==> src/rtl/packet_registers.sv <==
// Byte-addressed register file reached over UART packets: writes are acked, reads
// stream back N bytes; one reply may wait behind the active one.
package packet_registers_pkg;
    typedef struct packed {
        logic       SoP;
        logic       Valid;
        logic [7:0] Destination;
        logic [7:0] Source;
        logic [7:0] Length;
        logic [7:0] Data;
    } UART_PACKET;
endpackage

module packet_registers
    import packet_registers_pkg::*;
#(
    parameter logic [7:0] RESET_VAL = 8'h00,
    parameter logic [7:0] ERR_SAT   = 8'hFF
) (
    input  logic        ipClk,
    input  logic        ipReset,
    input  UART_PACKET  ipRxStream,
    output UART_PACKET  opTxStream,
    input  logic        ipTxReady,
    input  logic [31:0] ipStatus,
    output logic [95:0] opControl,
    output logic [7:0]  opErrorCount
);
    typedef enum logic [1:0] {RX_IDLE, RX_WRITE, RX_READ_CNT, RX_DISCARD} rx_state_t;
    typedef enum logic {TX_IDLE, TX_SEND} tx_state_t;

    typedef struct packed {
        logic       rd;
        logic [7:0] dest;
        logic [7:0] len;
        logic [7:0] ack;
    } reply_t;

    rx_state_t        rx_state, rx_next, rx_cur;
    tx_state_t        tx_state, tx_next;
    logic [7:0]       rem, left, eff_len, start, wr_cnt, cnt_cur, hdr_dest, err_cnt;
    logic [3:0]       wr_ptr, wr_addr, nxt_addr;
    logic             wr_en, rx_err, push, drop, load, adv, tx_acc;
    logic             pend_v, pend_take, pend_fill;
    reply_t           push_e, load_e, pend;
    logic [11:0][7:0] ctrl;
    logic [15:0][7:0] regmap;
    logic [4:0]       tx_idx;
    UART_PACKET       tx;
    logic             unused_sop;

    assign regmap       = {ipStatus, ctrl};
    assign opControl    = ctrl;
    assign opTxStream   = tx;
    assign opErrorCount = err_cnt;
    assign unused_sop   = ipRxStream.SoP;

    // In IDLE the packet type is decoded from the header riding on the first byte,
    // so that byte is processed in the same cycle as every later one.
    always_comb begin
        eff_len = (ipRxStream.Length == 8'd0) ? 8'd1 : ipRxStream.Length;
        rx_cur  = rx_state;
        if (rx_state == RX_IDLE) begin
            if (ipRxStream.Source == 8'h01)
                rx_cur = RX_WRITE;
            else if (ipRxStream.Source == 8'h00 && eff_len == 8'd1)
                rx_cur = RX_READ_CNT;
            else
                rx_cur = RX_DISCARD;
        end
        left     = (rx_state == RX_IDLE) ? eff_len - 8'd1 : rem - 8'd1;
        hdr_dest = (rx_state == RX_IDLE) ? ipRxStream.Destination : start;
        wr_addr  = (rx_state == RX_IDLE) ? ipRxStream.Destination[3:0] : wr_ptr;
        cnt_cur  = ((rx_state == RX_IDLE) ? 8'd0 : wr_cnt) + {7'd0, wr_addr < 4'd12};
        wr_en    = ipRxStream.Valid && rx_cur == RX_WRITE && wr_addr < 4'd12;
        rx_err   = ipRxStream.Valid && rx_state == RX_IDLE && rx_cur == RX_DISCARD;
        push     = ipRxStream.Valid && left == 8'd0 &&
                   (rx_cur == RX_WRITE || rx_cur == RX_READ_CNT);
        push_e.rd   = (rx_cur == RX_READ_CNT);
        push_e.dest = hdr_dest;
        push_e.len  = 8'd1;
        push_e.ack  = cnt_cur;
        if (rx_cur == RX_READ_CNT) begin
            push_e.len = (ipRxStream.Data == 8'd0 || ipRxStream.Data > 8'd16) ?
                         8'd16 : ipRxStream.Data;
            push_e.ack = 8'd0;
        end
        rx_next = rx_state;
        if (ipRxStream.Valid)
            rx_next = (left == 8'd0) ? RX_IDLE : rx_cur;
    end

    always_ff @(posedge ipClk or negedge ipReset) begin
        if (!ipReset) rx_state <= RX_IDLE;
        else          rx_state <= rx_next;
    end

    always_ff @(posedge ipClk or negedge ipReset) begin
        if (!ipReset) begin
            rem    <= 8'd0;
            start  <= 8'd0;
            wr_ptr <= 4'd0;
            wr_cnt <= 8'd0;
            ctrl   <= {12{RESET_VAL}};
        end else begin
            if (ipRxStream.Valid) begin
                rem    <= left;
                start  <= hdr_dest;
                wr_ptr <= wr_addr + 4'd1;
                wr_cnt <= cnt_cur;
            end
            for (int n = 0; n < 12; n++)
                if (wr_en && wr_addr == 4'(n)) ctrl[n] <= ipRxStream.Data;
        end
    end

    // A reply can bypass the pending slot only when TX is idle and nothing waits.
    always_comb begin
        tx_next   = tx_state;
        load      = 1'b0;
        load_e    = pend;
        pend_take = 1'b0;
        adv       = 1'b0;
        tx_acc    = tx.Valid && ipTxReady;
        nxt_addr  = tx.Destination[3:0] + tx_idx[3:0];
        case (tx_state)
            TX_IDLE: begin
                if (pend_v) begin
                    load      = 1'b1;
                    pend_take = 1'b1;
                    tx_next   = TX_SEND;
                end else if (push) begin
                    load    = 1'b1;
                    load_e  = push_e;
                    tx_next = TX_SEND;
                end
            end
            TX_SEND: begin
                if (tx_acc) begin
                    if ({3'd0, tx_idx} == tx.Length) tx_next = TX_IDLE;
                    else                             adv     = 1'b1;
                end
            end
            default: tx_next = TX_IDLE;
        endcase
        drop      = push && pend_v && !pend_take;
        pend_fill = push && !drop && !(tx_state == TX_IDLE && !pend_v);
    end

    always_ff @(posedge ipClk or negedge ipReset) begin
        if (!ipReset) tx_state <= TX_IDLE;
        else          tx_state <= tx_next;
    end

    // Read data comes from the live map at load time, so same-cycle writes are not seen.
    always_ff @(posedge ipClk or negedge ipReset) begin
        if (!ipReset) begin
            tx      <= '0;
            tx_idx  <= 5'd0;
            pend    <= '0;
            pend_v  <= 1'b0;
            err_cnt <= 8'd0;
        end else begin
            if (load) begin
                tx.SoP         <= 1'b1;
                tx.Valid       <= 1'b1;
                tx.Destination <= load_e.dest;
                tx.Source      <= load_e.rd ? 8'h00 : 8'h01;
                tx.Length      <= load_e.len;
                tx.Data        <= load_e.rd ? regmap[load_e.dest[3:0]] : load_e.ack;
                tx_idx         <= 5'd1;
            end else if (adv) begin
                tx.SoP  <= 1'b0;
                tx.Data <= regmap[nxt_addr];
                tx_idx  <= tx_idx + 5'd1;
            end else if (tx_acc) begin
                tx.SoP   <= 1'b0;
                tx.Valid <= 1'b0;
            end
            if (pend_fill) begin
                pend   <= push_e;
                pend_v <= 1'b1;
            end else if (pend_take) begin
                pend_v <= 1'b0;
            end
            if ((rx_err || drop) && err_cnt != ERR_SAT)
                err_cnt <= err_cnt + 8'd1;
        end
    end
endmodule

==> config.mk <==
export PLATFORM = sky130hd
export DESIGN_NAME = packet_registers
export DESIGN_NICKNAME = d
export VERILOG_FILES = /design/src/rtl/packet_registers.sv
export SDC_FILE = /design/constraint.sdc
export NUM_CORES = 1
export LEC_CHECK = 0
export CELL_PAD_IN_SITES_DETAIL_PLACEMENT = 1
export CELL_PAD_IN_SITES_GLOBAL_PLACEMENT = 2
export CORE_UTILIZATION = 31
export DETAILED_ROUTE_END_ITERATION = 10
export GPL_TIMING_DRIVEN = 1
export HOLD_SLACK_MARGIN = 0.15
export PLACE_DENSITY = 0.83
export SLEW_MARGIN = 20
export SYNTH_ARGS = -nofsm -noshare
export SYNTH_HDL_FRONTEND = slang
export SYNTH_SLANG_ARGS = --single-unit
==> constraint.sdc <==
create_clock -name ipClk -period 3.45 [get_ports ipClk]
set_clock_uncertainty 0.05 [all_clocks]
set_input_delay 1.035 -clock ipClk [delete_from_list [all_inputs] [get_ports ipClk]]
set_output_delay 1.035 -clock ipClk [all_outputs]
set_load 0.1 [all_outputs]
==> results_dict.tcl <==
set metrics [dict create \
    setup.worst_path.start "ipRxStream[12]" \
    clockPowerShare_pct 15.5 \
    clk_pin_slew_ns 0.07 \
    row_count 69 \
    max_stage_delay_ns 0.35 \
    met1_usage_pct 30.6 \
    maxSlewViolCount 0 \
    grt-busiest-layer "met2" \
    antenna_left 0 \
    grtUsageMet3_pct 4.73 \
    dieArea_mm2 0.0371 \
    combinationalPowerShare_pct 57.9 \
    synth_seq_area_share_pct 42.9 \
    r2r-end "opTxStream[5]" \
    cp_num_buf_inv 4 \
    worst_slack_ns -0.621 \
    yosys.area.top_type_share_pct 42.9 \
    max-slew-margin-rel_pct 56.3 \
    maxCapViolCount 0 \
    sequentialPowerShare_pct 26.6 \
    yosysMostFrequentCell "dfrtp_1" \
    routed_wl_um 42400 \
    postSynthAreaPerCell_um2 11.0 \
    gp_congestion 0.890 \
    path_delay_family "simple AND/OR/NAND/NOR gates" \
    worst_slew_pin_slew_ns 0.655 \
    p_per_area_mw_per_mm2 848 \
    path_common_cell "buf_12" \
    worstSetupPathType "input pin to flop" \
    grt_antenna_before_repair 0 \
    vias_per_cell 5.41 \
    clock_latency_ns 0.46 \
    post_dp_cell_area_mm2 0.0145 \
    use_met2_pct 36.3 \
    worst-path-stages 17 \
    htree_levels 4 \
    die_y_um 193 \
    critPathLaunchType "input pin" \
    p_sw_share_pct 50.9 \
    reg2reg_from "rem[0]" \
    track_usage_pct 22.8 \
    grt_pass1_wl_um 62800 \
    fin_crit_sh_pct 118 \
    post-route-min-period_ns 4.07 \
    critPathMaxFanout 7 \
    tns_ns -6.03 \
    leakagePower_nw 7.30 \
    syn_to_final_growth_pct 41.8 \
    cp_slowest_cell "mux2_4" \
    root_buffer "clkbuf_16" \
    synthTopCellsByCount "dfrtp_1 (193), mux2_2 (118), nand2_1 (99)" \
    yosys.area.top_type "dfrtp_1" \
    port_buffers 198 \
    first_pass_iters 8 \
    numCtsBuffers 17 \
    cts_sinks 193 \
    min_path_type "flop to flop" \
    async_reset_ff_share_pct 100 \
    syn_area_mm2 0.0113 \
    grt_max_degree 75 \
    ioPinCount 207 \
    vdd_drop_max_mv 0.471 \
    status "finished, violations left" \
    ys_seq_elements 193 \
    ctsHoldBuffers 0 \
    required_ns 3.79 \
    fmax_mhz 246 \
    die-width_um 193 \
    cp_data_arrival_time_ns 4.41 \
    hpwl_um 29800 \
    wl_per_cell_um 23.2 \
    hold_path.startpoint "opTxStream[33]" \
    clockBufferDepth 2 \
    initial_core_util_pct 31.6 \
    synth-edff-count 0 \
    pre_cts_ws_ns -1.55 \
    internal_power_mw 6.64 \
    final_layout_size_suffix_gt1_share_pct 43.2 \
    hold_viol_final 0 \
    rsz0062_at_grt "true" \
    violations "design-rule violations, negative setup slack" \
    grt_pass1_vias 10200 \
    yosysWarnings 0 \
    fin_area_mm2 0.0160 \
    power.switching_mw 6.89 \
    core_area_mm2 0.0357 \
    finalPower_mw 13.5 \
    drt_iter0_drc 697 \
    crit_chain "buf_8 -> nor4_4 -> a21o_1 -> ha_2 -> and4b_1 -> a21oi_2 -> or2_4 -> ha_4 -> nor3b_4 -> nand3_4 -> buf_12 -> mux2_4 -> buf_12 -> buf_12 -> mux2i_4 -> a2111oi_4 -> a32o_1" \
    synth-main-ff-cell "dfrtp_1" \
    ys_types 69 \
    synth_cells 1022 \
    r2r_slack_ns -0.04 \
    tritoncts "built" \
    route.detailed.drc 26 \
    finalSetupViolCount 31 \
    ys_top_cells_by_area "dfrtp_1 (43%), mux2_2 (12%), mux4_2 (6.8%)" \
    holdPathStages 2 \
    grt-ovfl-total 0 \
    rr_worst_depth 13 \
    crit_path_end "opTxStream[5]" \
    vias 9886 \
    finalNetCount 1439 \
    antenna_cells 0 \
    critPathCaptureType "flop" \
]
[flip-flops by register name, summed over array words and instances (netlist names), 2 cells and up]
register      count
rx_state          2
opErrorCount      8
start             8
opTxStream       27
wr_cnt            8
rem               8
pend             25
opControl        96
wr_ptr            4
tx_idx            5
[worst min-delay path, delay by kind of cell, from the launching register on]
kind	cells	cell delay, ns
flip-flops	1	0.35
AND/OR/NAND/NOR	2	0.11
[area by class of cell]
type	count	area [um2]
clock buffers	17	425
clock inverters	15	188
fillers	3856	19700
inverters	21	78.8
multi-input cells	746	6480
flip-flops and latches	193	4830
well taps	461	577
repair buffers	373	3370
[metrics by stage]
step / instances / util (%) / hold slack, ns
6_report: 1826 / 44.7 / 0.439
5_1_grt: 1826 / 44.7 / 0.455
4_1_cts: 1811 / 43.6 / 0.436
3_5_place_dp: 1761 / 40.5 / 0.418
3_3_place_gp: 1761 / 40.5 / 0.406
2_1_floorplan: 1028 / - / 0.394
[how the worst min path moves through the flow]
stage,endpoint,slack (ns)
floorplan,pend[6],0.39
global placement,pend[5],0.41
detailed placement,pend[5],0.42
CTS,pend[5],0.44
global route,opErrorCount[4],0.45
finish,opTxStream[33],0.44
[routing by layer]
layer  wire length, um  vias to the layer above
li1                  -                     4426
met1             18700                     5124
met2             20700                      268
met3              1970                       68
met4              1050                        0
met5                 0                        -
[power groups by stage]
stage | sequential, mW | clock, mW | combinational (mW)
3_5_place_dp | 3.61 | 0 | 7.46
3_3_place_gp | 3.58 | 0 | 7.37
4_1_cts | 3.58 | 2.16 | 7.70
5_1_grt | 3.67 | 2.23 | 8.22
2_1_floorplan | 6.11 | 0 | 2.78
6_report | 3.59 | 2.10 | 7.83
[timing repair]
item,4_1_cts,5_1_grt
buffers inserted,13,17
setup endpoints to repair,162,141
gates resized for setup,82,82
pin swaps,34,29
cloned,6,2
[layout by cell type, fill, tap and decap left out, types with 8 or more instances in the layout]
master           synthesis  final
a211oi_1                16      8
xor2_1                  16     15
o21ai_1                  1      9
a32o_1                  12      9
a21oi_1                 44     41
mux4_2                  34     34
nor2_1                  58     52
nor3_1                  18     16
buf_12                   0     14
mux2_2                 118    116
xnor2_1                 14     13
mux2i_1                 64     55
nor2b_1                 15     13
clkbuf_16                0     19
a211oi_2                 1      9
buf_4                    8    262
dfrtp_1                193    193
nand3_1                 18     15
buf_6                    6     21
o21ai_0                 49     37
clkdlybuf4s50_1          0     54
and2_1                  10     10
ha_1                    17     11
nand2_1                 99     92
a32oi_1                  9      8
and3_1                  12     11
inv_1                   21     20
[kinds of logic (layout without fill, tap and decap cells)]
logic type,Yosys count,in the layout,share of synthesized area (%)
AO/OA/AOI/OAI,195,195,12.0
XOR/XNOR,30,30,2.34
adder cells (fa/ha/maj),19,19,2.16
buffers and inverters,89,426,3.70
flip-flops,193,193,42.9
multiplexers,223,223,25.2
other,1,7,0.0333
AND/OR/NAND/NOR,272,272,11.6
Power figures use the tool's default switching activity.
